**src/rtl/rx_cgs_sync.sv**
```systemverilog
// JESD204B receive code-group synchronisation with SYNC~ generation.
// Optional SYNC~ error-report pulse is built when RX_SYNC_ERR_REPORT_EN is defined.
module rx_cgs_sync #(
    parameter int K_THRESH           = 4,
    parameter int CHK_INVALID_THRESH = 4,
    parameter int CHK_VALID_THRESH   = 4,
    parameter int ERR_PULSE_CYC      = 2
) (
    input  logic       clk,
    input  logic       rst,
    input  logic [7:0] i_data,
    input  logic       i_k,
    input  logic       i_vld,
    input  logic       i_disp_err,
    input  logic       i_nit,
    input  logic       i_lmfc_edge,
    input  logic       i_resync,
    output logic       o_sync_n,
    output logic       o_cgs_done,
    output logic [1:0] o_state,
    output logic [7:0] o_err_cnt
);

    // state    | meaning
    // CS_INIT  | hunting for K_THRESH consecutive /K/, SYNC~ held low
    // CS_CHECK | invalid characters seen, deciding between CS_DATA and CS_INIT
    // CS_DATA  | synchronised, SYNC~ released on the next LMFC boundary
    typedef enum logic [1:0] {
        CS_INIT  = 2'd0,
        CS_CHECK = 2'd1,
        CS_DATA  = 2'd2,
        CS_BAD   = 2'd3
    } state_e;

    localparam int KW = $clog2(K_THRESH + 1);
    localparam int IW = $clog2(CHK_INVALID_THRESH + 1);
    localparam int VW = $clog2(CHK_VALID_THRESH + 1);

    state_e        state_q, state_d;
    logic [KW-1:0] kcnt_q, kcnt_d;
    logic [IW-1:0] icnt_q, icnt_d;
    logic [VW-1:0] vcnt_q, vcnt_d;
    logic [7:0]    err_q, err_d;
    logic          rel_q, rel_d;

    logic invalid, kchar, char_bad, cgs_done, base_sync;

    assign invalid   = i_disp_err | i_nit;
    assign kchar     = i_k & (i_data == 8'hBC) & ~invalid;
    assign char_bad  = i_vld & invalid;
    assign cgs_done  = (state_q == CS_DATA) | (state_q == CS_CHECK);
    assign base_sync = rel_q & cgs_done;

    always_comb begin
        state_d = state_q;
        kcnt_d  = kcnt_q;
        icnt_d  = icnt_q;
        vcnt_d  = vcnt_q;
        if (i_resync) begin
            state_d = CS_INIT;
            kcnt_d  = '0;
            icnt_d  = '0;
            vcnt_d  = '0;
        end else begin
            case (state_q)
                CS_INIT: begin
                    if (i_vld) begin
                        if (!kchar) begin
                            kcnt_d = '0;
                        end else if (kcnt_q == KW'(K_THRESH - 1)) begin
                            state_d = CS_DATA;
                            kcnt_d  = '0;
                        end else begin
                            kcnt_d = kcnt_q + 1'b1;
                        end
                    end
                end
                CS_DATA: begin
                    if (char_bad) begin
                        state_d = CS_CHECK;
                        icnt_d  = IW'(1);
                        vcnt_d  = '0;
                    end
                end
                CS_CHECK: begin
                    if (char_bad) begin
                        vcnt_d = '0;
                        if (icnt_q >= IW'(CHK_INVALID_THRESH - 1)) begin
                            state_d = CS_INIT;
                            icnt_d  = '0;
                        end else begin
                            icnt_d = icnt_q + 1'b1;
                        end
                    end else if (i_vld) begin
                        if (vcnt_q == VW'(CHK_VALID_THRESH - 1)) begin
                            state_d = CS_DATA;
                            icnt_d  = '0;
                            vcnt_d  = '0;
                        end else begin
                            vcnt_d = vcnt_q + 1'b1;
                        end
                    end
                end
                default: begin
                    state_d = CS_INIT;
                    kcnt_d  = '0;
                    icnt_d  = '0;
                    vcnt_d  = '0;
                end
            endcase
        end
    end

    // Edge must be seen while already synchronised; an edge on the final /K/ is ignored.
    always_comb begin
        rel_d = rel_q | (cgs_done & i_lmfc_edge);
        if (state_d == CS_INIT) begin
            rel_d = 1'b0;
        end
        err_d = err_q;
        if (char_bad && cgs_done && (err_q != 8'hFF)) begin
            err_d = err_q + 8'd1;
        end
    end

    always_ff @(posedge clk) begin
        if (rst) begin
            state_q <= CS_INIT;
            kcnt_q  <= '0;
            icnt_q  <= '0;
            vcnt_q  <= '0;
            err_q   <= '0;
            rel_q   <= 1'b0;
        end else begin
            state_q <= state_d;
            kcnt_q  <= kcnt_d;
            icnt_q  <= icnt_d;
            vcnt_q  <= vcnt_d;
            err_q   <= err_d;
            rel_q   <= rel_d;
        end
    end

`ifdef RX_SYNC_ERR_REPORT_EN
    localparam int PW = $clog2(ERR_PULSE_CYC + 1);

    logic [PW-1:0] pulse_q, pulse_d;

    // Down-counter; a new pulse starts only while SYNC~ is currently high.
    always_comb begin
        pulse_d = pulse_q;
        if (state_d == CS_INIT) begin
            pulse_d = '0;
        end else if (pulse_q != '0) begin
            pulse_d = pulse_q - 1'b1;
        end else if (char_bad && base_sync) begin
            pulse_d = PW'(ERR_PULSE_CYC);
        end
    end

    always_ff @(posedge clk) begin
        if (rst) begin
            pulse_q <= '0;
        end else begin
            pulse_q <= pulse_d;
        end
    end

    assign o_sync_n = base_sync & (pulse_q == '0);
`else
    assign o_sync_n = base_sync;
`endif

    assign o_cgs_done = cgs_done;
    assign o_state    = state_q;
    assign o_err_cnt  = err_q;

endmodule

```
**config.mk**
```make
export PLATFORM = sky130hd
export DESIGN_NAME = rx_cgs_sync
export DESIGN_NICKNAME = d
export VERILOG_FILES = /design/src/rtl/rx_cgs_sync.sv
export SDC_FILE = /design/constraint.sdc
export NUM_CORES = 1
export LEC_CHECK = 0
export ABC_AREA = 1
export CAP_MARGIN = 10
export CORE_ASPECT_RATIO = 1.5
export CORE_MARGIN = 5
export CORE_UTILIZATION = 45
export DETAILED_ROUTE_END_ITERATION = 10
export GPL_ROUTABILITY_DRIVEN = 0
export GPL_TIMING_DRIVEN = 0
export PLACE_DENSITY = 0.8
export REMOVE_ABC_BUFFERS = 1
export SYNTH_ARGS = -nofsm -noshare
export SYNTH_HDL_FRONTEND = slang
export SYNTH_SLANG_ARGS = --single-unit
```
**constraint.sdc**
```tcl
create_clock -name clk -period 1.5 [get_ports clk]
set_input_delay 0.3 -clock clk [delete_from_list [all_inputs] [get_ports clk]]
set_output_delay 0.3 -clock clk [all_outputs]
set_load 0.005 [all_outputs]
```
==> results_dict.tcl, run 1 <==
set metrics [dict create \
    crit_arrival_ns 1.62 \
    dieWidth_um 53.4 \
    p_leak_nw 0.762 \
    drtAntennaViolNets 0 \
    drive_gt1_share_pct 29.4 \
    grt_antenna_before_repair 0 \
    grt_pass1_vias 1168 \
    path_common_cell "inv_4" \
    routedWlPerCell_um 11.2 \
    crit_chain "inv_4, ha_4, buf_6, inv_4, nor2_4, nand2_4, inv_4, nand2_1, xor2_1, nor2_1" \
    worst_pin_slew_ns 0.400 \
    ir_drop_mv 0.535 \
    max_stage_delay_ns 0.36 \
    worstSkewPairLatency_ns 0.25 \
    die_area_sq_mm 0.00402 \
    fmax_mhz 674 \
    timing.final.crit_share_pct 98.9 \
    overflow 0 \
    cellPowerDensity_mw_per_mm2 526 \
    stdcell_area_sq_mm 0.00179 \
    setup_viol 0 \
    dp_hpwl_um 2000 \
    synth_ff_type "dfxtp_1" \
    critical_path.top_delay_family "flip-flops" \
    hold_viol 0 \
    synth_most_common_cell "nand2_1" \
    synth_area_sq_mm 0.00127 \
    htreeDepth 1 \
    cts.clk_slew.worst_paths_ns 0.07 \
    ys_seq_area_share_pct 31.4 \
    ys_warn_count 0 \
    core_area_sq_mm 0.00271 \
    crit_path_top_delay_cell "dfxtp_4" \
    vias 1226 \
    ioPinCount 28 \
    drv_slew 0 \
    slew_headroom_pct 73.3 \
    yosysTopAreaCell "dfxtp_1" \
    drt_iter0_drc 20 \
    async_flop_share_pct 0 \
    wirelength_um 2770 \
    synth_cell_types 29 \
    syn_avg_cell_area_sq_um 7.32 \
    cts_tree "yes" \
    area_delta_synth_final_pct 40.9 \
    clockBufferDepth 2 \
    hold_buffers 0 \
    fin_tns_setup_ns 0 \
    grt_max_degree 11 \
    fin_skew_ns 0.00107 \
    crit_required_ns 1.63 \
    cts_made_buffers 3 \
    synth_top_cell_area_share_pct 31.4 \
    cp_max_fo 7 \
    min_period_ns 1.48 \
    final_nets 238 \
    io_buffers 27 \
    drc 0 \
    synth_common_cells "37 x nand2_1, 23 x inv_1, 20 x dfxtp_1, 16 x nor2_1, 12 x a21oi_1" \
    fp-row-count 23 \
    clock-root-buffer "clkbuf_8" \
    vias_per_cell 4.94 \
    synth-edff-count 0 \
    status "complete, no violations" \
    grt_usage_pct 15.4 \
    n_antenna_cell 0 \
    synthTopCellsByArea "dfxtp_1 31%, nand2_1 11%, ha_1 8.8%" \
    cp-end-kind "register" \
    hp-class "in -> reg" \
    timing.max_cap.violations 0 \
    rsz0062_at_grt "yes" \
    crit_type "reg -> reg" \
    syn_inst 174 \
    firstDrtPassIters 4 \
    ys_ff_latch 20 \
    cp.buffers_inverters 4 \
    placed_area_sq_mm 0.00159 \
    grt_pass1_wl_um 4620 \
    worst_hold_slack_ns 0.447 \
    clkSinkCount 20 \
    die_h_um 75.2 \
    start_util_pct 47.1 \
    start_kind "register" \
]
## layout by cell type (no fill, tap or decap), drive strengths merged
cell type,count
nand2,40
inv,29
nor2,23
clkdlybuf4s50,20
dfxtp,20
a21oi,14
nand3,12
o21ai,10
ha,9
buf,7
xor2,4
nand4,4
nor3,4
clkbuf,4
dlymetal6s2s,3
dlygate4sd2,3
nor3b,1
nor4,1
a21boi,1
nand3b,1
xnor2,1
## where the power goes
| group | internal, W | switching (W) |
|---|---|---|
| clock network | 0.000179 | 0.000163 |
| registers | 0.000523 | 0.00000000245 |
| logic | 0.0000436 | 0.0000354 |
## per-stage QoR
step	cells	power [W]	setup slack [ns]	util, %
floorplan	174	0.000570	-0.0468	-
global placement	238	0.000619	-0.311	58.8
detailed placement	238	0.000620	-0.303	58.8
finish	248	0.000944	0.0167	66.3
CTS	247	0.000971	-0.0102	63.8
global route	248	0.000989	-0.0787	66.3
## worst reg2reg max path: cells and delay by family, from the launching register on
| kind | cells | cell delay (ns) |
|---|---|---|
| XOR/XNOR | 1 | 0.13 |
| adder cells (fa/ha/maj) | 1 | 0.26 |
| AND/OR/NAND/NOR | 4 | 0.34 |
| buffers and inverters | 4 | 0.26 |
| flip-flops | 1 | 0.36 |
## logic make-up (layout without fill, tap and decap cells)
kind of cell    Yosys count  in the layout  synth area share (%)
fa+ha+maj                 9              9                  8.84
simple gates             86             86                  35.2
flops                    20             20                  31.4
compound gates           25             25                  12.4
xor+xnor                  5              5                  3.44
buf+inv                  29             66                  8.74
## routing by layer
layer  part of all wire [%]  up-vias  GRT usage (%)
met5                      0        -              0
met4                    3.5        0           9.09
met3                    6.0        9           2.57
met2                     53       40           28.5
met1                     37      546           15.6
li1                       -      631              -
## final timing paths
kind	slack (ns)	startpoint	cells after the start	endpoint
min reg2reg	0.45	kcnt_q[2]	2	kcnt_q[2]
max reg2reg	0.02	o_state[1]	10	o_err_cnt[6]
max	0.02	o_state[1]	10	o_err_cnt[6]
min	0.45	rst	2	o_err_cnt[5]
## state kept, by name, summed over array words and instances, names as in the netlist
signal,count
icnt_q,3
kcnt_q,3
o_err_cnt,8
o_state,2
rel_q,1
vcnt_q,3
## timing repair
item | in CTS | in global routing
buffers inserted | 6 | 1
pin swaps | 3 | 6
endpoints found under the setup margin | 24 | 18
gates resized for setup | 22 | 22
## cell type report
cell class                 instances  area, sq um
timing repair buffer              34          338
tap                               37         46.3
sequential                        20          423
fill                             235          911
multi-input combinational        125          830
clock buffer                       3         41.3
inverter                          29          116
Note: power is estimated with default switching activity, not from simulation.
==> inputs of run 2 (changes only) <==
Settings changed: SLEW_MARGIN set to 20.
==> results of run 2 <==
Same layout as run 1: the final DEF is identical, and so are final timing and power.
==> inputs of run 3 (changes only) <==
Settings changed: SKIP_CTS_REPAIR_TIMING set to 1.
==> results_dict.tcl, run 3 (same netlist as run 1, synthesis figures left out) <==
set metrics [dict create \
    htreeDepth 1 \
    drv_slew 0 \
    finish.utilization_pct 68.6 \
    rsz0062_at_grt "yes" \
    overflow 0 \
    grt_max_degree 11 \
    fp-row-count 23 \
    grt_pass1_wl_um 4380 \
    drt_iter0_drc 29 \
    start_util_pct 47.1 \
    p_leak_nw 0.816 \
    clkSinkCount 20 \
    wirelength_um 2830 \
    slew_headroom_pct 74.2 \
    core_area_sq_mm 0.00271 \
    stdcell_area_sq_mm 0.00186 \
    cp_max_fo 6 \
    grt_pass1_vias 1126 \
    n_antenna_cell 0 \
    seq_area_sq_um 425 \
    min_period_ns 1.55 \
    drtAntennaViolNets 0 \
    clock-root-buffer "clkbuf_8" \
    fillers 223 \
    vias_per_cell 4.95 \
    die_area_sq_mm 0.00402 \
    dieWidth_um 53.4 \
    dp_cells 238 \
    routedWlPerCell_um 11.4 \
    final_nets 238 \
    r2r_cells 10 \
    largest_reg_flops 8 \
    drive_gt1_share_pct 32.7 \
    violations "setup timing" \
    timing.final.crit_share_pct 103 \
    r2r_start "o_state[0]" \
    r2r-end "o_err_cnt[2]" \
    worst_hold_slack_ns 0.448 \
    status "finished, violations left" \
    multiInputGateArea_sq_um 871 \
    io_buffers 27 \
    cts_tree "yes" \
    area_delta_synth_final_pct 45.8 \
    clockBufferDepth 2 \
    cts.clk_slew.worst_paths_ns 0.07 \
    fin_tns_setup_ns -0.100 \
    crit_required_ns 1.69 \
    layout_common_cells "35 x nand2_1, 20 x inv_1, 19 x clkdlybuf4s50_1" \
    cp-end-kind "register" \
    grt_antenna_before_repair 0 \
    ir_drop_mv 0.387 \
    worst_pin_slew_ns 0.386 \
    dp_hpwl_um 2000 \
    timing.max_cap.violations 0 \
    r2r_slack_ns -0.05 \
    fmax_mhz 647 \
    stdcell_count 248 \
    ioPinCount 28 \
    fin_skew_ns 0.00425 \
    drc 0 \
    hp-class "reg -> reg" \
    vias 1228 \
    holdPathEnd "kcnt_q[2]" \
    crit_arrival_ns 1.73 \
    worst_slack_ns -0.0453 \
    grt_usage_pct 14.5 \
    die_h_um 75.2 \
    hold_viol 0 \
    min_from "kcnt_q[2]" \
    worstSkewPairLatency_ns 0.26 \
    hold_depth 2 \
    crit_type "reg -> reg" \
    cellPowerDensity_mw_per_mm2 512 \
    cts_made_buffers 3 \
    placed_area_sq_mm 0.00159 \
    start_kind "register" \
    final_common_cell "nand2_1" \
    firstDrtPassIters 4 \
    setup_viol 3 \
]
-- run 3: cell types whose count changed in the layout (fill, tap and decap cells not counted), sizes merged --
| cell | before | now |
|---|---|---|
| dlymetal6s2s | 3 | 7 |
| clkdlybuf4s50 | 20 | 19 |
| dlygate4sd2 | 3 | 0 |
-- run 3: final cells by class --
type	instances	share of cell area (%)
clock buffers	3	2.22
repair buffers	34	18.9
multi-input cells	125	46.9
flip-flops and latches	20	22.9
well taps	37	2.49
inverters	29	6.54
-- run 3: worst max path at each step --
stage | from | to | slack (ns) | cells after the start
3_5_place_dp | o_state[1] | o_sync_n | -0.30 | 5
4_1_cts | o_state[1] | o_sync_n | -0.61 | 5
3_3_place_gp | o_state[1] | o_sync_n | -0.31 | 5
6_report | o_state[0] | o_err_cnt[2] | -0.05 | 10
5_1_grt | o_state[0] | o_err_cnt[2] | -0.13 | 10
2_1_floorplan | o_state[1] | o_err_cnt[6] | -0.05 | 9
-- run 3: per-stage QoR --
step	total power [W]	worst slack (ns)
after floorplan	0.000570	-0.0468
after global placement	0.000619	-0.311
after detailed placement	0.000620	-0.303
after CTS	0.000972	-0.608
after global routing	0.000990	-0.133
final	0.000950	-0.0453
-- run 3: worst max-delay path: stages (launching register included) --
cell and delay (ns):
dfxtp_4 0.38, inv_4 0.05, ha_4 0.27, buf_6 0.12, inv_4 0.04, nor2_4 0.14, nand2_4 0.11, buf_12 0.14
nor2_4 0.07, o21ai_1 0.06, a21oi_1 0.10
-- run 3: report_power, final --
group	internal (W)	switching, W
clock	0.000179	0.000164
sequential	0.000523	0.00000000301
combinational	0.0000462	0.0000381
total	0.000748	0.000202
-- run 3: routing by layer --
metal,part of all wire (%),global-route usage [%]
met1,36,14.8
met2,53,25.6
met3,5.8,3.37
met4,4.4,9.94
met5,0,0
